[src/rtl/accbuf_stream.sv]
// Accumulator result FIFO with a run/drain tracker: buffers {data, addr, shotcnt}
// writes and streams them out first-word-fall-through over a valid/ready port.
`timescale 1ns/1ps
module accbuf_stream #(
  parameter int DATAWIDTH = 64,
  parameter int ADDRWIDTH = 10,
  parameter int DEPTHLOG2 = 4
) (
  input  logic                 clk,
  input  logic                 reset,
  input  logic                 clear,
  input  logic                 we,
  input  logic [ADDRWIDTH-1:0] addr,
  input  logic [DATAWIDTH-1:0] data,
  input  logic [31:0]          shotcnt,
  input  logic                 lastshotdone,
  output logic                 m_valid,
  input  logic                 m_ready,
  output logic [DATAWIDTH-1:0] m_data,
  output logic [ADDRWIDTH-1:0] m_addr,
  output logic [31:0]          m_shot,
  output logic                 m_last,
  output logic [DEPTHLOG2:0]   level,
  output logic [15:0]          ovf_cnt,
  output logic                 ovf,
  output logic                 drain_done,
  output logic                 busy
);

  localparam int DEPTH = 1 << DEPTHLOG2;
  localparam logic [DEPTHLOG2:0] FULL_LEVEL = (DEPTHLOG2 + 1)'(DEPTH);
  localparam logic [DEPTHLOG2:0] ONE_LEVEL  = (DEPTHLOG2 + 1)'(1);

  typedef enum logic [1:0] {IDLE, RUN, DRAIN} state_t;

  typedef struct packed {
    logic [DATAWIDTH-1:0] data;
    logic [ADDRWIDTH-1:0] addr;
    logic [31:0]          shot;
  } entry_t;

  entry_t               mem [DEPTH];
  entry_t               head;
  logic [DEPTHLOG2-1:0] wr_ptr;
  logic [DEPTHLOG2-1:0] rd_ptr;
  state_t               state;
  state_t               state_nxt;
  logic                 full;
  logic                 pop;
  logic                 push;
  logic                 drop;

  assign m_valid = (level != '0);
  assign full    = (level == FULL_LEVEL);
  assign pop     = m_valid & m_ready;
  // A full FIFO still accepts a write when the head leaves in the same cycle.
  assign push    = we & ~clear & (~full | pop);
  assign drop    = we & ~clear & ~push;

  assign head    = mem[rd_ptr];
  assign m_data  = head.data;
  assign m_addr  = head.addr;
  assign m_shot  = head.shot;

  assign busy    = (state != IDLE);
  assign m_last  = m_valid & (state == DRAIN) & (level == ONE_LEVEL) & ~we;

  // NOTE: storage has no reset; validity is carried entirely by level/pointers.
  always_ff @(posedge clk) begin
    if (push) mem[wr_ptr] <= '{data: data, addr: addr, shot: shotcnt};
  end

  // NOTE: sequential state uses non-blocking assignments so every register
  // samples pre-edge values regardless of process ordering.
  always_ff @(posedge clk or negedge reset) begin
    if (!reset) begin
      wr_ptr <= '0;
      rd_ptr <= '0;
      level  <= '0;
    end else if (clear) begin
      wr_ptr <= '0;
      rd_ptr <= '0;
      level  <= '0;
    end else begin
      if (push) wr_ptr <= wr_ptr + 1'b1;
      if (pop)  rd_ptr <= rd_ptr + 1'b1;
      case ({push, pop})
        2'b10:   level <= level + 1'b1;
        2'b01:   level <= level - 1'b1;
        default: level <= level;
      endcase
    end
  end

  always_ff @(posedge clk or negedge reset) begin
    if (!reset) begin
      ovf_cnt <= '0;
      ovf     <= 1'b0;
    end else if (clear) begin
      ovf_cnt <= '0;
      ovf     <= 1'b0;
    end else if (drop) begin
      ovf <= 1'b1;
      if (ovf_cnt != 16'hFFFF) ovf_cnt <= ovf_cnt + 1'b1;
    end
  end

  // NOTE: next-state gets a default before any branch so no latch is inferred.
  always_comb begin
    state_nxt = state;
    case (state)
      IDLE:    if (push) state_nxt = RUN;
      RUN:     if (lastshotdone) state_nxt = DRAIN;
      DRAIN:   if (!push && (level == '0 || (pop && level == ONE_LEVEL))) state_nxt = IDLE;
      default: state_nxt = IDLE;
    endcase
    if (clear) state_nxt = IDLE;
  end

  always_ff @(posedge clk or negedge reset) begin
    if (!reset) begin
      state      <= IDLE;
      drain_done <= 1'b0;
    end else begin
      state      <= state_nxt;
      drain_done <= (state == DRAIN) && (state_nxt == IDLE) && !clear;
    end
  end

endmodule

[config.mk]
export PLATFORM = sky130hd
export DESIGN_NAME = accbuf_stream
export DESIGN_NICKNAME = d
export VERILOG_FILES = /design/src/rtl/accbuf_stream.sv
export SDC_FILE = /design/constraint.sdc
export NUM_CORES = 1
export LEC_CHECK = 0
export ABC_AREA = 0
export CORE_MARGIN = 3
export CORE_UTILIZATION = 50
export CTS_CLUSTER_SIZE = 24
export DETAILED_ROUTE_END_ITERATION = 10
export PLACE_DENSITY = 0.64
export SYNTH_ARGS = -nofsm -noshare
export SYNTH_HDL_FRONTEND = slang
export SYNTH_SLANG_ARGS = --single-unit
export TNS_END_PERCENT = 10
[constraint.sdc]
create_clock -name clk -period 20.2 [get_ports clk]
set_clock_uncertainty 0.15 [all_clocks]
set_input_delay 3.03 -clock clk [delete_from_list [all_inputs] [get_ports clk]]
set_output_delay 3.03 -clock clk [all_outputs]
set_load 0.02 [all_outputs]
==> results of run 1 <==
-- worst max-delay path: cells and delay by family (launching register included) --
kind | cells | cell delay (ps)
mux | 2 | 1130
buf+inv | 4 | 2960
flops | 1 | 1010
-- power groups by stage --
| stage | registers [mW] | clock network [mW] | logic [mW] |
|---|---|---|---|
| 5_1_grt | 4.04 | 3.33 | 1.73 |
| 3_3_place_gp | 4.11 | 0 | 1.63 |
| 3_5_place_dp | 4.11 | 0 | 1.65 |
| 6_report | 4.04 | 3.11 | 1.61 |
| 2_1_floorplan | 4.08 | 0 | 1.21 |
| 4_1_cts | 4.04 | 3.17 | 1.65 |
-- cell families after synthesis --
logic type	Yosys count	synth area share, %
adder cells (fa/ha/maj)	10	0.191
buffers and inverters	137	1.04
AND/OR/NAND/NOR	117	0.988
AO/OA/AOI/OAI	14	0.118
multiplexers	539	18.4
XOR/XNOR	19	0.254
flip-flops	1729	79.0
-- final timing paths --
| check | from | depth (start not counted) | endpoint |
|---|---|---|---|
| worst min-delay path | state[1] | 1 | state[0] |
| worst max-delay path | rd_ptr[0] | 6 | m_data[45] |
| worst max register to register | level[0] | 9 | mem[5][57] |
| worst min register to register | state[1] | 1 | state[0] |
| max in group asynchronous | reset | 2 | rd_ptr[2] |
| min in group asynchronous | reset | 2 | level[2] |
-- per-stage QoR --
step | cell area [µm²] | util [%] | worst slack [ps] | power [mW] | cells
floorplan | 65500 | - | 5640 | 5.29 | 2565
global placement | 70000 | 53.9 | 11490 | 5.74 | 4462
detailed placement | 70000 | 53.9 | 11430 | 5.76 | 4462
CTS | 75500 | 58.2 | 10510 | 8.87 | 4771
global route | 75500 | 58.2 | 10230 | 9.10 | 4772
finish | 75500 | 58.2 | 10870 | 8.75 | 4779
-- cell usage in the layout, fill, tap and decap left out, drive strengths merged, types with 8 or more instances in the layout --
cell,netlist,layout
buf,62,39
bufinv,0,15
clkbuf,65,227
clkdlybuf4s50,0,243
clkinv,0,57
dfrtp,33,33
diode,0,8
edfxtp,1696,1696
ha,10,10
inv,10,17
mux4,530,530
nand2,14,14
nand3,9,9
nand4,9,9
nor2,29,29
nor3,13,13
nor4,12,12
xnor2,14,14
-- cell type report --
type                    count  area [µm²]  share of cell area, %
well taps                1742        2180                   2.89
multi-input cells         699       13100                   17.4
flip-flops and latches   1729       51800                   68.5
clock buffers             227        4640                   6.14
inverters                  10        37.5                 0.0497
clock inverters            82         858                   1.14
diodes                      8        20.0                 0.0265
repair buffers            282        2900                   3.84
-- registers in the layout, indices dropped and copies added, names as in the netlist --
register / cells
mem: 1696
ovf_cnt: 16
level: 5
rd_ptr: 4
wr_ptr: 4
state: 2
drain_done: 1
ovf: 1
-- layer usage --
layer  routed length (µm)  GRT usage, %  share of wire [%]  up-vias
met2                74500          36.7                 52      888
met5                   83             0              0.058        -
met3                 8590          4.45                6.0      199
met1                57600          29.3                 40    15712
li1                     -             -                  -    11871
met4                 2560          4.95                1.8       12
==> impl_metrics.xml, run 1 <==
<?xml version="1.0" encoding="UTF-8"?>
<metrics>
  <group name="synthesis">
    <metric name="ys_types" unit="">44</metric>
    <metric name="part_of_the_yosys_area_used_for_sequential_elements" unit="%">79.0</metric>
    <metric name="syn_avg_cell_area" unit="µm²">25.5</metric>
    <metric name="asyncSetResetFlopFracSynth" unit="%">1.91</metric>
    <metric name="synth.top_cells.by_count" unit="">edfxtp_1, mux4_2, clkbuf_1</metric>
    <metric name="syn-num-nets" unit="">2687</metric>
    <metric name="syn_inst" unit="">2565</metric>
    <metric name="netlist.top_cell.by_area" unit="">edfxtp_1</metric>
    <metric name="yosys-top-cells-area" unit="">edfxtp_1, mux4_2, dfrtp_1</metric>
    <metric name="synth_ff_type" unit="">edfxtp_1</metric>
    <metric name="yosys.cell_count.top_type" unit="">edfxtp_1</metric>
    <metric name="ys.warnings.count" unit="">0</metric>
    <metric name="synth_top_area_share" unit="%">77.8</metric>
    <metric name="mappedNetlistArea" unit="µm²">65500</metric>
    <metric name="synth.ff_latch_count" unit="">1729</metric>
    <metric name="synth_edf_count" unit="">1696</metric>
  </group>
  <group name="drt">
    <metric name="wire_per_inst" unit="µm">30.0</metric>
    <metric name="detail_route.first_pass.iterations" unit="">6</metric>
    <metric name="drt_drc_violations_left" unit="">0</metric>
    <metric name="vias" unit="">28682</metric>
    <metric name="avgViaCountPerCell" unit="">6.00</metric>
    <metric name="drt_wl_total" unit="mm">143</metric>
    <metric name="drtIter0Drc" unit="">2959</metric>
    <metric name="drt.antenna.violating_nets" unit="">0</metric>
  </group>
  <group name="timing">
    <metric name="fin_hold_ws" unit="ps">337</metric>
    <metric name="max_transition_viols_final" unit="">0</metric>
    <metric name="layout_worst_path_cycle_share" unit="%">46.2</metric>
    <metric name="maxSlewHeadroom" unit="%">13.8</metric>
    <metric name="final.min_clock_period" unit="ps">9330</metric>
    <metric name="rsz_0062_raised_after_global_routing" unit="">false</metric>
    <metric name="fmax" unit="MHz">107</metric>
    <metric name="finalSetupViolations" unit="">0</metric>
    <metric name="final.setup.tns" unit="ps">0</metric>
    <metric name="hold_violations" unit="">0</metric>
    <metric name="worstMarginPinSlew" unit="ps">1290</metric>
  </group>
  <group name="critical_path">
    <metric name="crit_type" unit="">flop to output pin</metric>
    <metric name="slowest_cell_on_crit_path" unit="">dfrtp_4</metric>
    <metric name="register_to_register_setup_slack" unit="ps">15450</metric>
    <metric name="worst_ep_required_time" unit="ps">17020</metric>
    <metric name="cp_slowest_stage_delay" unit="ps">1010</metric>
    <metric name="crit_arrival" unit="ps">6150</metric>
    <metric name="path_cells" unit="">buf_12, buf_4, buf_4, mux4_2, mux4_2, clkdlybuf4s50_1</metric>
    <metric name="cp-end-kind" unit="">output pin</metric>
    <metric name="worstSetupStartpointType" unit="">flop</metric>
    <metric name="cp_max_fo" unit="">109</metric>
  </group>
  <group name="power_and_ir_drop">
    <metric name="power.internal" unit="mW">6.66</metric>
    <metric name="power_per_cell_area" unit="nW/µm²">116</metric>
    <metric name="sequentialPowerShare" unit="%">46.1</metric>
    <metric name="power_frac_comb" unit="%">18.4</metric>
    <metric name="vdd_ir_drop_max" unit="mV">0.105</metric>
    <metric name="leakage" unit="nW">22.7</metric>
    <metric name="clock_power_share" unit="%">35.5</metric>
    <metric name="power_switching_share" unit="%">23.9</metric>
    <metric name="net-switching-power" unit="mW">2.09</metric>
  </group>
  <group name="place">
    <metric name="routabilityCongestion" unit="">0.741</metric>
    <metric name="place.port_buffers" unit="">243</metric>
    <metric name="dpl.hpwl" unit="mm">65.9</metric>
  </group>
  <group name="die">
    <metric name="die_height" unit="µm">368</metric>
    <metric name="fp-row-count" unit="">132</metric>
    <metric name="num_io_pins" unit="">244</metric>
    <metric name="core_area" unit="µm²">130000</metric>
    <metric name="chipWidth" unit="µm">368</metric>
    <metric name="initial_utilization" unit="%">50.5</metric>
    <metric name="fp.dieArea" unit="µm²">135000</metric>
  </group>
  <group name="cts">
    <metric name="cts.path.max_buffers" unit="">3</metric>
    <metric name="ctsResizeCount" unit="">0</metric>
    <metric name="cts_tree" unit="">done</metric>
    <metric name="clk_latency" unit="ps">800</metric>
    <metric name="postCtsSetupBuffers" unit="">0</metric>
    <metric name="tritoncts_num_sinks" unit="">1729</metric>
    <metric name="clock_buffer_count_from_cts" unit="">172</metric>
    <metric name="holdBufCountCts" unit="">0</metric>
    <metric name="cts_root_buffer" unit="">clkbuf_16</metric>
    <metric name="ctsHtreeMaxLevel" unit="">4</metric>
    <metric name="path_clk_slew" unit="ps">70</metric>
  </group>
  <group name="min_path">
    <metric name="worstHoldPathType" unit="">flop to flop</metric>
  </group>
  <group name="global_routing">
    <metric name="grt_overflow" unit="">0</metric>
    <metric name="grt_first_pass_wirelength" unit="mm">213</metric>
    <metric name="grt_antenna_before_repair" unit="">21</metric>
    <metric name="pin_count_of_the_biggest_net_entering_global_routing" unit="">145</metric>
    <metric name="grt_use_total" unit="%">21.7</metric>
    <metric name="via_count_of_the_first_global_routing_pass" unit="">30586</metric>
  </group>
  <group name="run">
    <metric name="drv.max_cap_violation_count" unit="">0</metric>
  </group>
  <group name="layout">
    <metric name="syn2layout_area_growth" unit="%">15.4</metric>
    <metric name="fillers" unit="">9118</metric>
    <metric name="drive_above_1_share" unit="%">27.2</metric>
    <metric name="num-nets-final" unit="">3016</metric>
  </group>
  <group name="run_status">
    <metric name="result_of_the_run" unit="">finished, final reports clean</metric>
  </group>
</metrics>
No activity file was read; power rests on OpenSTA's default activity.
==> inputs of run 2 (changes only) <==
--- a/config.mk
+++ b/config.mk
@@ -10,7 +10,7 @@
 export CORE_UTILIZATION = 50
 export CTS_CLUSTER_SIZE = 24
 export DETAILED_ROUTE_END_ITERATION = 10
-export PLACE_DENSITY = 0.64
+export PLACE_DENSITY = 0.67
 export SYNTH_ARGS = -nofsm -noshare
 export SYNTH_HDL_FRONTEND = slang
 export SYNTH_SLANG_ARGS = --single-unit
==> constraint.sdc (replaced) <==
create_clock -name clk -period 7.9 [get_ports clk]
set_clock_uncertainty 0.15 [all_clocks]
set_input_delay 1.185 -clock clk [delete_from_list [all_inputs] [get_ports clk]]
set_output_delay 1.185 -clock clk [all_outputs]
set_load 0.02 [all_outputs]
==> run 2 against run 1 <==
  * Final cell count up 0.19%
  * Critical path depth fell by 2
  * Die area did not move
  * Global-route usage shrank 0.30 points
  * Combinational power increased to 2.6 times the previous value
  * Via count up 0.77%
  * Design area rose by 0.12%
  * Count of clock-buffer cells in the layout decreased by 5
  * Largest power group unchanged
  * Highest routed layer unchanged
==> impl_metrics.xml, run 2 (same netlist as run 1, synthesis figures left out) <==
<?xml version="1.0" encoding="UTF-8"?>
<metrics>
  <group name="global_routing">
    <metric name="gr-max-usage-layer" unit="">met2</metric>
    <metric name="grt_first_pass_wirelength" unit="mm">210</metric>
    <metric name="pin_count_of_the_biggest_net_entering_global_routing" unit="">107</metric>
    <metric name="use_met3" unit="%">4.73</metric>
    <metric name="met2_usage" unit="%">34.6</metric>
    <metric name="grt_use_total" unit="%">21.4</metric>
    <metric name="grt_overflow" unit="">0</metric>
    <metric name="grt_antenna_before_repair" unit="">19</metric>
    <metric name="grt.met1_usage" unit="%">29.6</metric>
    <metric name="via_count_of_the_first_global_routing_pass" unit="">30675</metric>
  </group>
  <group name="run">
    <metric name="drv.max_cap_violation_count" unit="">0</metric>
  </group>
  <group name="drt">
    <metric name="wire_per_inst" unit="µm">29.6</metric>
    <metric name="drt_drc_violations_left" unit="">0</metric>
    <metric name="avgViaCountPerCell" unit="">6.04</metric>
    <metric name="drt.antenna.violating_nets" unit="">0</metric>
    <metric name="vias" unit="">28903</metric>
    <metric name="drtIter0Drc" unit="">2794</metric>
    <metric name="detail_route.first_pass.iterations" unit="">5</metric>
    <metric name="drt_wl_total" unit="mm">142</metric>
  </group>
  <group name="cts">
    <metric name="cts.path.max_buffers" unit="">3</metric>
    <metric name="path_clk_slew" unit="ps">50</metric>
    <metric name="tritoncts_num_sinks" unit="">1729</metric>
    <metric name="ctsResizeCount" unit="">0</metric>
    <metric name="holdBufCountCts" unit="">0</metric>
    <metric name="clock_buffer_count_from_cts" unit="">172</metric>
    <metric name="cts_tree" unit="">done</metric>
    <metric name="ctsHtreeMaxLevel" unit="">4</metric>
    <metric name="cts_root_buffer" unit="">clkbuf_16</metric>
    <metric name="clk_latency" unit="ps">780</metric>
    <metric name="postCtsSetupBuffers" unit="">0</metric>
  </group>
  <group name="timing">
    <metric name="final.setup.tns" unit="ps">0</metric>
    <metric name="worstMarginPinSlew" unit="ps">1110</metric>
    <metric name="finalSetupViolations" unit="">0</metric>
    <metric name="rsz_0062_raised_after_global_routing" unit="">false</metric>
    <metric name="layout_worst_path_cycle_share" unit="%">71.2</metric>
    <metric name="hold_violations" unit="">0</metric>
    <metric name="fmax" unit="MHz">178</metric>
    <metric name="final.min_clock_period" unit="ps">5630</metric>
    <metric name="max_transition_viols_final" unit="">0</metric>
    <metric name="maxSlewHeadroom" unit="%">25.8</metric>
    <metric name="fin_hold_ws" unit="ps">319</metric>
  </group>
  <group name="place">
    <metric name="dpl.hpwl" unit="mm">69.1</metric>
    <metric name="place.port_buffers" unit="">243</metric>
    <metric name="routabilityCongestion" unit="">0.723</metric>
    <metric name="placedCellCount" unit="">4466</metric>
    <metric name="detailed_place.area" unit="µm²">70300</metric>
  </group>
  <group name="power_and_ir_drop">
    <metric name="leakage" unit="nW">22.7</metric>
    <metric name="power_per_cell_area" unit="nW/µm²">294</metric>
    <metric name="vdd_ir_drop_max" unit="mV">0.271</metric>
  </group>
  <group name="critical_path">
    <metric name="worstSetupStartpointType" unit="">flop</metric>
    <metric name="cp-end-kind" unit="">output pin</metric>
    <metric name="crit_type" unit="">flop to output pin</metric>
    <metric name="register_to_register_setup_slack" unit="ps">4060</metric>
    <metric name="cp_slowest_stage_delay" unit="ps">1140</metric>
    <metric name="worst_r2r_startpoint" unit="">level[0]</metric>
    <metric name="worst_r2r_path_depth" unit="">8</metric>
    <metric name="worst_ep_required_time" unit="ps">6570</metric>
    <metric name="timing.rr.end" unit="">mem[7][14]</metric>
    <metric name="critPathTopFamily" unit="">buffers and inverters</metric>
    <metric name="critPathMostFrequentCell" unit="">mux4_2</metric>
    <metric name="cp_max_fo" unit="">63</metric>
    <metric name="critical_path_buf_inv_count" unit="">2</metric>
    <metric name="path_cells" unit="">buf_4, mux4_2, mux4_2, clkdlybuf4s50_1</metric>
    <metric name="crit_arrival" unit="ps">4290</metric>
    <metric name="slowest_cell_on_crit_path" unit="">dfrtp_4</metric>
  </group>
  <group name="layout">
    <metric name="largest_register_ffs" unit="">1696</metric>
    <metric name="drive_above_1_share" unit="%">27.2</metric>
    <metric name="layout.cells.most_common" unit="">edfxtp_1</metric>
    <metric name="stdcell_count" unit="">4788</metric>
    <metric name="top_register" unit="">mem</metric>
    <metric name="syn2layout_area_growth" unit="%">15.5</metric>
    <metric name="commonest_non_fill_non_tap_cells_in_the_layout" unit="">edfxtp_1, mux4_2, clkdlybuf4s50_1, clkbuf_16, clkbuf_1</metric>
    <metric name="top_regs" unit="">mem x1696, ovf_cnt x16, level x5</metric>
    <metric name="num-nets-final" unit="">3020</metric>
    <metric name="final_cell_area" unit="µm²">75600</metric>
  </group>
  <group name="die">
    <metric name="fp.dieArea" unit="µm²">135000</metric>
    <metric name="num_io_pins" unit="">244</metric>
    <metric name="initial_utilization" unit="%">50.5</metric>
    <metric name="die_height" unit="µm">368</metric>
    <metric name="chipWidth" unit="µm">368</metric>
    <metric name="fp-row-count" unit="">132</metric>
    <metric name="core_area" unit="µm²">130000</metric>
  </group>
  <group name="min_path">
    <metric name="whs_endpoint" unit="">state[0]</metric>
    <metric name="worstHoldPathType" unit="">flop to flop</metric>
    <metric name="hold_path_depth" unit="">1</metric>
    <metric name="hold_path.startpoint" unit="">state[1]</metric>
  </group>
  <group name="run_status">
    <metric name="result_of_the_run" unit="">finished, final reports clean</metric>
  </group>
</metrics>
## run 2: cell types whose count changed in the layout (fill, tap and decap cells not counted), moves of 3 or more
cell       before  now
bufinv_16      15   10
buf_12         14   27
clkinv_8        1    7
clkinv_1       34   41
clkinv_2       21   25
nor4_2          5    1
buf_4          25   16
clkbuf_1       49   46
nor4_4          0    4
## run 2: worst reg2reg max path: cells and delay by family, from the launching register on
kind / cells / cell delay, ps
and+or+nand+nor: 5 / 1870
buffers and inverters: 2 / 650
DFF: 1 / 460
adders and majority gates: 1 / 260
## run 2: worst max-delay path by stage
stage / start / end / slack (ps) / cells after the start
6_report: rd_ptr[1] / m_shot[20] / 2270 / 4
5_1_grt: rd_ptr[1] / m_shot[20] / 2150 / 4
4_1_cts: rd_ptr[1] / m_shot[30] / 2200 / 4
3_5_place_dp: clear / mem[7][15] / 2900 / 7
3_3_place_gp: clear / mem[4][14] / 2910 / 7
2_1_floorplan: clear / mem[10][0] / -2110 / 5
## run 2: power by group
group          internal, mW  leakage, nW  switching (mW)
clock                  4.42         2.61            3.33
sequential             10.2         15.7           0.112
combinational          2.24         4.41            1.93
total                  16.8         22.7            5.38
## run 2: layout make-up
cell class,count,area [µm²]
inverters,10,37.5
flip-flops and latches,1729,51800
multi-input cells,699,13200
fillers,9087,54200
well taps,1742,2180
diodes,9,22.5
clock buffers,222,4580
clock inverters,91,783
repair buffers,286,3090
## run 2: layer usage
metal	wire [µm]	share of wire (%)
met5	110	0.078
met1	57800	41
met2	70900	50
met4	3330	2.3
met3	9790	6.9
## run 2: per-stage QoR
step | worst slack [ps] | utilization (%) | total power [mW]
3_5_place_dp | 2900 | 54.1 | 14.8
4_1_cts | 2200 | 58.3 | 22.5
5_1_grt | 2150 | 58.3 | 23.1
3_3_place_gp | 2910 | 54.1 | 14.7
2_1_floorplan | -2110 | - | 13.5
6_report | 2270 | 58.3 | 22.2
==> inputs of run 3 (changes only) <==
==> constraint.sdc (replaced) <==
create_clock -name clk -period 4.8 [get_ports clk]
set_clock_uncertainty 0.15 [all_clocks]
set_input_delay 0.72 -clock clk [delete_from_list [all_inputs] [get_ports clk]]
set_output_delay 0.72 -clock clk [all_outputs]
set_load 0.02 [all_outputs]
==> run 3 against run 2 <==
  * Final cell count is 0.92% higher
  * First-iteration DRC count is 5.5% higher
  * Die area stayed put
  * Critical endpoint is now m_shot[1]
==> impl_metrics.xml, run 3 (same netlist as run 1, synthesis figures left out) <==
<?xml version="1.0" encoding="UTF-8"?>
<metrics>
  <group name="global_routing">
    <metric name="grt_antenna_before_repair" unit="">15</metric>
    <metric name="grt_use_total" unit="%">21.8</metric>
    <metric name="via_count_of_the_first_global_routing_pass" unit="">30978</metric>
    <metric name="grt_overflow" unit="">0</metric>
    <metric name="grt_first_pass_wirelength" unit="mm">214</metric>
    <metric name="pin_count_of_the_biggest_net_entering_global_routing" unit="">81</metric>
  </group>
  <group name="power_and_ir_drop">
    <metric name="leakage" unit="nW">23.2</metric>
    <metric name="power_per_cell_area" unit="nW/µm²">488</metric>
    <metric name="total_power" unit="mW">37.4</metric>
    <metric name="vdd_ir_drop_max" unit="mV">0.367</metric>
  </group>
  <group name="timing">
    <metric name="rsz_0062_raised_after_global_routing" unit="">false</metric>
    <metric name="finalSetupViolations" unit="">0</metric>
    <metric name="worstMarginPinSlew" unit="ps">856</metric>
    <metric name="hold_violations" unit="">0</metric>
    <metric name="fmax" unit="MHz">217</metric>
    <metric name="layout_worst_path_cycle_share" unit="%">96.1</metric>
    <metric name="maxSlewHeadroom" unit="%">42.9</metric>
    <metric name="max_transition_viols_final" unit="">0</metric>
    <metric name="final.min_clock_period" unit="ps">4610</metric>
  </group>
  <group name="cts">
    <metric name="clk_latency" unit="ps">790</metric>
    <metric name="ctsHtreeMaxLevel" unit="">4</metric>
    <metric name="ctsResizeCount" unit="">0</metric>
    <metric name="cts.path.max_buffers" unit="">3</metric>
    <metric name="path_clk_slew" unit="ps">60</metric>
    <metric name="tritoncts_num_sinks" unit="">1729</metric>
    <metric name="holdBufCountCts" unit="">0</metric>
    <metric name="clock_buffer_count_from_cts" unit="">171</metric>
    <metric name="cts_root_buffer" unit="">clkbuf_16</metric>
    <metric name="cts_tree" unit="">done</metric>
    <metric name="postCtsSetupBuffers" unit="">0</metric>
  </group>
  <group name="critical_path">
    <metric name="cp_max_fo" unit="">27</metric>
    <metric name="crit_arrival" unit="ps">3740</metric>
    <metric name="worstSetupStartpointType" unit="">flop</metric>
    <metric name="worst_r2r_startpoint" unit="">level[1]</metric>
    <metric name="worst_r2r_path_depth" unit="">8</metric>
    <metric name="register_to_register_setup_slack" unit="ps">1590</metric>
    <metric name="worst_ep_required_time" unit="ps">3930</metric>
    <metric name="timing.rr.end" unit="">mem[4][69]</metric>
    <metric name="cp-end-kind" unit="">output pin</metric>
    <metric name="crit_type" unit="">flop to output pin</metric>
  </group>
  <group name="die">
    <metric name="fp-row-count" unit="">132</metric>
    <metric name="chipWidth" unit="µm">368</metric>
    <metric name="initial_utilization" unit="%">50.5</metric>
    <metric name="die_height" unit="µm">368</metric>
    <metric name="core_area" unit="µm²">130000</metric>
    <metric name="num_io_pins" unit="">244</metric>
    <metric name="fp.dieArea" unit="µm²">135000</metric>
  </group>
  <group name="layout">
    <metric name="utilization" unit="%">59.0</metric>
    <metric name="commonest_non_fill_non_tap_cells_in_the_layout" unit="">edfxtp_1, mux4_2, clkdlybuf4s50_1, clkbuf_16, buf_12</metric>
    <metric name="top_regs" unit="">mem x1696, ovf_cnt x16, level x5</metric>
    <metric name="layout.cells.most_common" unit="">edfxtp_1</metric>
    <metric name="largest_register_ffs" unit="">1696</metric>
    <metric name="syn2layout_area_growth" unit="%">17.0</metric>
    <metric name="top_register" unit="">mem</metric>
    <metric name="num-nets-final" unit="">3058</metric>
    <metric name="drive_above_1_share" unit="%">28.6</metric>
  </group>
  <group name="drt">
    <metric name="drt.antenna.violating_nets" unit="">0</metric>
    <metric name="vias" unit="">29208</metric>
    <metric name="avgViaCountPerCell" unit="">6.04</metric>
    <metric name="drtIter0Drc" unit="">2947</metric>
    <metric name="drt_drc_violations_left" unit="">0</metric>
    <metric name="wire_per_inst" unit="µm">30.0</metric>
    <metric name="drt_wl_total" unit="mm">145</metric>
    <metric name="detail_route.first_pass.iterations" unit="">5</metric>
  </group>
  <group name="place">
    <metric name="routabilityCongestion" unit="">0.726</metric>
    <metric name="dpl.hpwl" unit="mm">73.1</metric>
    <metric name="place.port_buffers" unit="">243</metric>
  </group>
  <group name="min_path">
    <metric name="worstHoldPathType" unit="">input port to asynchronous set/reset pin</metric>
  </group>
  <group name="run_status">
    <metric name="result_of_the_run" unit="">finished, final reports clean</metric>
  </group>
  <group name="run">
    <metric name="drv.max_cap_violation_count" unit="">0</metric>
  </group>
</metrics>
run 3: critical path, stage by stage (launching register included):
cell	delay [ps]
dfrtp_4	670
buf_12	300
buf_12	240
mux4_2	520
mux4_2	480
clkdlybuf4s50_1	710
run 3: worst max-delay path by stage:
stage / endpoint / cells after the start / start
after global routing: m_shot[1] / 5 / rd_ptr[0]
after global placement: m_data[29] / 4 / rd_ptr[0]
after detailed placement: m_data[31] / 4 / rd_ptr[0]
after floorplan: mem[10][0] / 5 / clear
final: m_shot[1] / 5 / rd_ptr[0]
after CTS: m_data[29] / 4 / rd_ptr[0]
run 3: metal layers:
metal  track usage (%)  routed length, µm  vias to the layer above
met5                 0                 38                        -
met3              4.47               9350                      212
met1              30.0              58200                    16013
met2              36.4              74300                      996
met4              5.47               2790                        6
li1                  -                  -                    11981
run 3: cell type report:
| class | count | area [µm²] |
|---|---|---|
| clock buffers | 220 | 4600 |
| flip-flops and latches | 1729 | 51800 |
| inverters | 10 | 37.5 |
| clock inverters | 96 | 1050 |
| fillers | 8957 | 53200 |
| well taps | 1742 | 2180 |
| repair buffers | 325 | 3750 |
| multi-input cells | 699 | 13200 |
| diodes | 11 | 27.5 |
run 3: per-stage QoR:
stage | worst slack (ps) | setup TNS (ps) | hold WS (ps) | std cells | cell area (µm²)
floorplan | -1450 | -817780 | 274 | 2565 | 65600
global placement | 957 | 0 | 305 | 4505 | 71000
detailed placement | 951 | 0 | 324 | 4505 | 71000
CTS | 73.5 | 0 | 152 | 4821 | 76600
global route | 14.7 | 0 | 207 | 4824 | 76600
finish | 185 | 0 | 203 | 4832 | 76600
run 3: power breakdown:
group          switching [mW]  internal [mW]  total (mW)
Combinational            3.27           3.88        7.15
Sequential              0.131           16.8        16.9
Clock                    5.53           7.82        13.3
Total                    8.92           28.5        37.4
